`src/rtl/fifo_drain_stage_if.sv`:
```
// Bundle for fifo_drain_stage: FIFO read side, flush, the output stream and
// occupancy. The 'master' modport is the drain stage's view and the 'slave'
// modport is the environment's view (FIFO plus consumer).
// The optional statistics outputs are present only when FIFO_DRAIN_STATS_EN
// is defined.
interface fifo_drain_stage_if #(
    parameter int WIDTH = 8
);
    logic             fifo_empty;
    logic [WIDTH-1:0] fifo_rdata;
    logic             fifo_read;
    logic             flush;
    logic [WIDTH-1:0] out_data;
    logic             out_valid;
    logic             out_ready;
    logic             out_last;
    logic [1:0]       buf_count;
`ifdef FIFO_DRAIN_STATS_EN
    logic [15:0]      word_count;
    logic [15:0]      frame_count;
`endif

    modport master (
        input  fifo_empty,
        input  fifo_rdata,
        input  flush,
        input  out_ready,
        output fifo_read,
        output out_data,
        output out_valid,
        output out_last,
        output buf_count
`ifdef FIFO_DRAIN_STATS_EN
        ,
        output word_count,
        output frame_count
`endif
    );

    modport slave (
        output fifo_empty,
        output fifo_rdata,
        output flush,
        output out_ready,
        input  fifo_read,
        input  out_data,
        input  out_valid,
        input  out_last,
        input  buf_count
`ifdef FIFO_DRAIN_STATS_EN
        ,
        input  word_count,
        input  frame_count
`endif
    );
endinterface

```
`src/rtl/fifo_drain_stage.sv`:
```
// fifo_drain_stage: read-side stage placed right after a FIFO controller.
// Issues single-cycle read strobes while the FIFO is non-empty and the local
// 2-entry skid buffer has room, and presents buffered words on a valid/ready
// stream grouped into FRAME_LEN-word frames (out_last on the final word).
//
// The read strobe is a function of registered occupancy and fifo_empty only,
// so there is no combinational path from out_ready back to the FIFO. The cost
// is that a full buffer does not refill in the cycle it pops; sustained
// throughput of one word per cycle is still reached because a single-entry
// buffer can push and pop together.
//
// Optional feature macro: FIFO_DRAIN_STATS_EN adds saturating 16-bit
// word_count / frame_count outputs, cleared by reset only.
module fifo_drain_stage #(
    parameter int WIDTH     = 8,
    parameter int FRAME_LEN = 4
) (
    input  logic                  clk,
    input  logic                  reset,
    fifo_drain_stage_if.master    bus
);

    // Beat counter is at least one bit so FRAME_LEN=1 still elaborates.
    localparam int              BEAT_W   = (FRAME_LEN <= 1) ? 1 : $clog2(FRAME_LEN);
    localparam logic [BEAT_W-1:0] BEAT_MAX = BEAT_W'(FRAME_LEN - 1);
    localparam logic [BEAT_W-1:0] BEAT_ONE = BEAT_W'(1);
    localparam logic [BEAT_W-1:0] BEAT_ZERO = BEAT_W'(0);

    // Registered state; slot0_r is the head and drives out_data directly.
    logic [WIDTH-1:0]  slot0_r;
    logic [WIDTH-1:0]  slot1_r;
    logic [1:0]        count_r;
    logic [BEAT_W-1:0] beat_r;
    logic              out_valid_r;
    logic              out_last_r;

    // Next-state values.
    logic              fifo_read_s;
    logic              pop_s;
    logic [WIDTH-1:0]  slot0_s;
    logic [WIDTH-1:0]  slot1_s;
    logic [1:0]        count_s;
    logic [BEAT_W-1:0] beat_s;
    logic              out_valid_s;
    logic              out_last_s;

    // Read strobe, accepted pop, and next buffer/frame state.
    always_comb begin
        fifo_read_s = ~reset & ~bus.flush & ~bus.fifo_empty & (count_r != 2'd2);
        // A handshake in a flush cycle does not count as a pop.
        pop_s       = out_valid_r & bus.out_ready & ~bus.flush;

        slot0_s = slot0_r;
        slot1_s = slot1_r;
        count_s = count_r;
        beat_s  = beat_r;

        if (bus.flush) begin
            count_s = 2'd0;
            beat_s  = BEAT_ZERO;
        end else begin
            case ({fifo_read_s, pop_s})
                2'b10: begin
                    // Push only: fill the first free slot.
                    if (count_r == 2'd0) begin
                        slot0_s = bus.fifo_rdata;
                    end else begin
                        slot1_s = bus.fifo_rdata;
                    end
                    count_s = count_r + 2'd1;
                end
                2'b01: begin
                    // Pop only: advance slot1 into the head when it is occupied.
                    if (count_r == 2'd2) begin
                        slot0_s = slot1_r;
                    end else begin
                        slot0_s = slot0_r;
                    end
                    count_s = count_r - 2'd1;
                end
                2'b11: begin
                    // Push and pop: only possible with one word held, so the
                    // new word sits directly behind the departing head.
                    slot0_s = bus.fifo_rdata;
                    count_s = count_r;
                end
                default: begin
                    count_s = count_r;
                end
            endcase

            if (pop_s) begin
                beat_s = (beat_r == BEAT_MAX) ? BEAT_ZERO : (beat_r + BEAT_ONE);
            end else begin
                beat_s = beat_r;
            end
        end

        out_valid_s = (count_s != 2'd0);
        out_last_s  = out_valid_s & (beat_s == BEAT_MAX);
    end

    // Buffer, occupancy, frame position and registered stream flags.
    always_ff @(posedge clk) begin
        if (reset) begin
            slot0_r     <= {WIDTH{1'b0}};
            slot1_r     <= {WIDTH{1'b0}};
            count_r     <= 2'd0;
            beat_r      <= BEAT_ZERO;
            out_valid_r <= 1'b0;
            out_last_r  <= 1'b0;
        end else begin
            slot0_r     <= slot0_s;
            slot1_r     <= slot1_s;
            count_r     <= count_s;
            beat_r      <= beat_s;
            out_valid_r <= out_valid_s;
            out_last_r  <= out_last_s;
        end
    end

    assign bus.fifo_read = fifo_read_s;
    assign bus.out_data  = slot0_r;
    assign bus.out_valid = out_valid_r;
    assign bus.out_last  = out_last_r;
    assign bus.buf_count = count_r;

`ifdef FIFO_DRAIN_STATS_EN
    logic [15:0] word_count_r;
    logic [15:0] frame_count_r;

    // Saturating pop and frame counters; flush leaves them untouched.
    always_ff @(posedge clk) begin
        if (reset) begin
            word_count_r  <= 16'h0000;
            frame_count_r <= 16'h0000;
        end else begin
            if (pop_s && (word_count_r != 16'hFFFF)) begin
                word_count_r <= word_count_r + 16'h0001;
            end else begin
                word_count_r <= word_count_r;
            end
            if (pop_s && out_last_r && (frame_count_r != 16'hFFFF)) begin
                frame_count_r <= frame_count_r + 16'h0001;
            end else begin
                frame_count_r <= frame_count_r;
            end
        end
    end

    assign bus.word_count  = word_count_r;
    assign bus.frame_count = frame_count_r;
`endif

endmodule

```
`src/flat_wrapper.sv`:
```
// flat-port wrapper written by rule: the top's interface ports become plain ports
module fifo_drain_stage_flat 
#(
    parameter int WIDTH     = 8,
    parameter int FRAME_LEN = 4
)
  (clk, reset, bus_fifo_empty, bus_fifo_rdata, bus_flush, bus_out_ready, bus_fifo_read, bus_out_data, bus_out_valid, bus_out_last, bus_buf_count);
  fifo_drain_stage_if #(.WIDTH(WIDTH)) bus_i ();
  input  logic clk;
  input  logic reset;
  input wire logic [$bits(bus_i.fifo_empty)-1:0] bus_fifo_empty;
  input wire logic [$bits(bus_i.fifo_rdata)-1:0] bus_fifo_rdata;
  input wire logic [$bits(bus_i.flush)-1:0] bus_flush;
  input wire logic [$bits(bus_i.out_ready)-1:0] bus_out_ready;
  output wire logic [$bits(bus_i.fifo_read)-1:0] bus_fifo_read;
  output wire logic [$bits(bus_i.out_data)-1:0] bus_out_data;
  output wire logic [$bits(bus_i.out_valid)-1:0] bus_out_valid;
  output wire logic [$bits(bus_i.out_last)-1:0] bus_out_last;
  output wire logic [$bits(bus_i.buf_count)-1:0] bus_buf_count;
  assign bus_i.fifo_empty = bus_fifo_empty;
  assign bus_i.fifo_rdata = bus_fifo_rdata;
  assign bus_i.flush = bus_flush;
  assign bus_i.out_ready = bus_out_ready;
  assign bus_fifo_read = bus_i.fifo_read;
  assign bus_out_data = bus_i.out_data;
  assign bus_out_valid = bus_i.out_valid;
  assign bus_out_last = bus_i.out_last;
  assign bus_buf_count = bus_i.buf_count;
  fifo_drain_stage #(.WIDTH(WIDTH), .FRAME_LEN(FRAME_LEN)) u_core (.clk(clk), .reset(reset), .bus(bus_i));
endmodule
```
`config.mk`:
```
export PLATFORM = sky130hd
export DESIGN_NAME = fifo_drain_stage_flat
export DESIGN_NICKNAME = d
export VERILOG_FILES = /design/src/rtl/fifo_drain_stage_if.sv /design/src/rtl/fifo_drain_stage.sv /design/src/flat_wrapper.sv
export SDC_FILE = /design/constraint.sdc
export NUM_CORES = 1
export LEC_CHECK = 0
export CAP_MARGIN = 20
export CORE_MARGIN = 4
export CORE_UTILIZATION = 44
export DETAILED_ROUTE_END_ITERATION = 12
export GPL_ROUTABILITY_DRIVEN = 0
export PLACE_DENSITY = 0.74
export SKIP_LAST_GASP = 1
export SLEW_MARGIN = 15
export SYNTH_ARGS = -nofsm -noshare
export SYNTH_HDL_FRONTEND = slang
export SYNTH_SLANG_ARGS = --single-unit
```
`constraint.sdc`:
```
create_clock -name clk -period 2.72 [get_ports clk]
set_clock_uncertainty 0.2 [all_clocks]
set_input_delay 0.544 -clock clk [delete_from_list [all_inputs] [get_ports clk]]
set_output_delay 0.544 -clock clk [all_outputs]
set_load 0.03 [all_outputs]
```
==> flow_summary.toml, run 1 <==
[outcome]
status = "complete, no violations"

[global_route]
grt_pass1_wl_mm = 4.347
grtUsageTotal_pct = 16.58
grt_pass1_vias = 967
overflow = 0
antenna_found_initial = 0
grt_max_degree = 17

[finish]
syn_to_final_growth_pct = 33.22
diodes = 0
final_cell_mix = "24 x clkdlybuf4s50_1, 22 x dfxtp_1, 13 x buf_4, 10 x a21oi_1, 9 x mux2i_1"
layout-drive-gt1-share_pct = 21.77
layout_commonest_cell = "clkdlybuf4s50_1"
fillCellCount = 223
fin_nets = 165

[sta]
hold_viol = 0
slew_headroom_pct = 70.53
timing.hold.ws_ns = 0.2931
setup_tns_ns = 0
setup_violations = 0
finalCritPeriodShare_pct = 96.25
rsz0062_at_grt = "false"
timing.final.crit_period_ns = 2.618
worst_pin_slew_ns = 0.4420
final_max_slew_viol_count = 0
fmax_mhz = 382.0

[floorplan]
num_io_pins = 26
core_area_mm2 = 0.002477
fp.dieW_um = 58.84
start_util_pct = 45.91
die_y_um = 58.84
fp.dieArea_mm2 = 0.003462
rows = 18

[clocking]
cts_max_level = 1
cts_tree = "yes"
cts_buffer_depth = 2
clk-insertion-delay-late_ns = 0.31
postCtsSetupBuffers = 0
cts_root_buf = "clkbuf_4"
post_cts_resized = 0
cts_sinks = 22
cts_inserted_buffers = 3
cts_hold_buf = 0
clk_pin_slew_ns = 0.12

[logic_synthesis]
ys_warn_count = 0
ys_types = 32
yosysSeqAreaShare_pct = 38.72
synth_seq_cells = 22
postSynthCellCount = 112
syn_nets = 129
synth.avg_cell_area_um2 = 10.15
netlist_area_mm2 = 0.001137

[critical_path]
cp.required_ns = 1.98
critPathKind = "input port to primary output"
crit_arrival_ns = 1.87
crit_path_end_kind = "primary output"
path_buf_inv = 4
cp_cell_sequence = "clkdlybuf4s50_1 > or2_4 > or3_4 > inv_2 > buf_4 > buf_4"
max_stage_delay_ns = 0.42
cp_max_fo = 3
cp_top_family = "buffers and inverters"
cp_slowest_cell = "clkdlybuf4s50_1"
crit_path_frequent_cell = "buf_4"
critPathLaunchType = "input port"

[min_path]
hold_path_class = "register to register"

[pwr]
powerDensity_mw_per_mm2 = 406.5
peakVddDrop_mv = 0.3107
leakage_nw = 0.5290

[detailed_routing]
drt_iter0_markers = 24
firstDrtPassIters = 4
routed_wl_mm = 2.736
drc = 0
via_count = 1007
ant_nets = 0
wire_per_inst_um = 15.46
avgViaCountPerCell = 5.689

[place]
hpwl_mm = 1.993
numPortBuffers = 25

[job]
max_cap_violations = 0
## worst paths after layout
check / end / startpoint / slack (ns) / cells past startpoint
max: bus_fifo_read / reset / 0.10 / 6
min: u_core.slot1_r[4] / u_core.slot1_r[4] / 0.29 / 2
max reg2reg: u_core.bus.out_data[1] / u_core.bus.buf_count[1] / 0.48 / 7
min reg2reg: u_core.slot1_r[4] / u_core.slot1_r[4] / 0.29 / 2
## synthesized netlist by cell type, drive strengths merged
cell	n	area, um^2
dfxtp	22	440.4
nand2	1	3.750
buf	4	31.27
nor2b	1	6.260
o21a	1	7.510
nor4b	1	23.77
nor4bb	3	30.03
nand3b	1	7.510
or2	1	8.760
xor2	1	8.760
a21boi	1	7.510
nand2b	1	6.260
o21ai	10	53.80
mux2i	9	90.09
clkbuf	2	7.510
a211oi	8	100.1
or3	2	12.51
o21ba	1	10.01
a22o	1	17.52
nor3	2	15.01
inv	4	15.01
ha	4	50.05
xnor2	1	8.760
nor2	4	15.01
nand3	8	40.04
a221oi	8	70.07
a21oi	10	50.05
## sequential cells by signal, summed over array words and instances, names as in the netlist
name	flops
u_core.bus.out_data	8
u_core.beat_r	2
u_core.slot1_r	8
u_core.bus.out_valid	1
u_core.bus.out_last	1
u_core.bus.buf_count	2
## stage by stage
| step | power [mW] | area (um^2) | cells | worst slack (ns) | util (%) |
|---|---|---|---|---|---|
| global route | 0.6407 | 1515 | 177 | 0.03680 | 61.16 |
| detailed placement | 0.4400 | 1474 | 173 | -0.1913 | 59.49 |
| global placement | 0.4375 | 1474 | 173 | -0.1784 | 59.49 |
| floorplan | 0.3926 | 1137 | 112 | 0.007560 | - |
| CTS | 0.6194 | 1510 | 177 | 0.05476 | 60.96 |
| finish | 0.6160 | 1515 | 177 | 0.1020 | 61.16 |
## worst register-to-register path: stages, from the launching register on
cell and delay, ns:
dfxtp_1 0.41, nor2b_1 0.17, or3_4 0.38, ha_1 0.26, nor4b_4 0.21, buf_4 0.20
a221oi_1 0.09, a211oi_2 0.23
## cell type report
cell class	instances	area, um^2	share of cell area [%]
Clock buffer	4	36.28	2.395
Sequential cell	22	440.4	29.07
Tap cell	30	37.54	2.477
Multi-Input combinational cell	80	648.1	42.77
Inverter	4	15.01	0.9909
Timing Repair Buffer	37	337.8	22.30
## kinds of logic after synthesis
logic type | Yosys count | share of synthesized area, %
flip-flops | 22 | 38.72
AO/OA/AOI/OAI | 40 | 27.83
AND/OR/NAND/NOR | 25 | 14.85
adder cells (fa/ha/maj) | 4 | 4.401
buffers and inverters | 10 | 4.729
XOR/XNOR | 2 | 1.540
multiplexers | 9 | 7.921
## per-layer routing
layer / vias to the layer above / track usage (%) / routed length, um
met2: 37 / 27.76 / 1339
met1: 465 / 20.11 / 1173
met5: - / 0 / 0
li1: 496 / - / -
met4: 0 / 9.061 / 93
met3: 9 / 2.632 / 130
## power by group
part	total (mW)	switching, mW	internal [mW]
sequential	0.332	0.00353	0.328
clock	0.183	0.101	0.0818
combinational	0.102	0.0527	0.0491
total	0.616	0.157	0.459
No activity file was read; power rests on OpenSTA's default activity.
==> run 2, diff against run 1 <==
CAP_MARGIN = 40   (was 20)
==> results of run 2 <==
Final layout, timing and power as in run 1 (identical DEF).
==> run 3, diff against run 2 <==
HOLD_SLACK_MARGIN = 0.02   (was default)
==> results of run 3 <==
Final layout, timing and power as in run 1 (identical DEF).
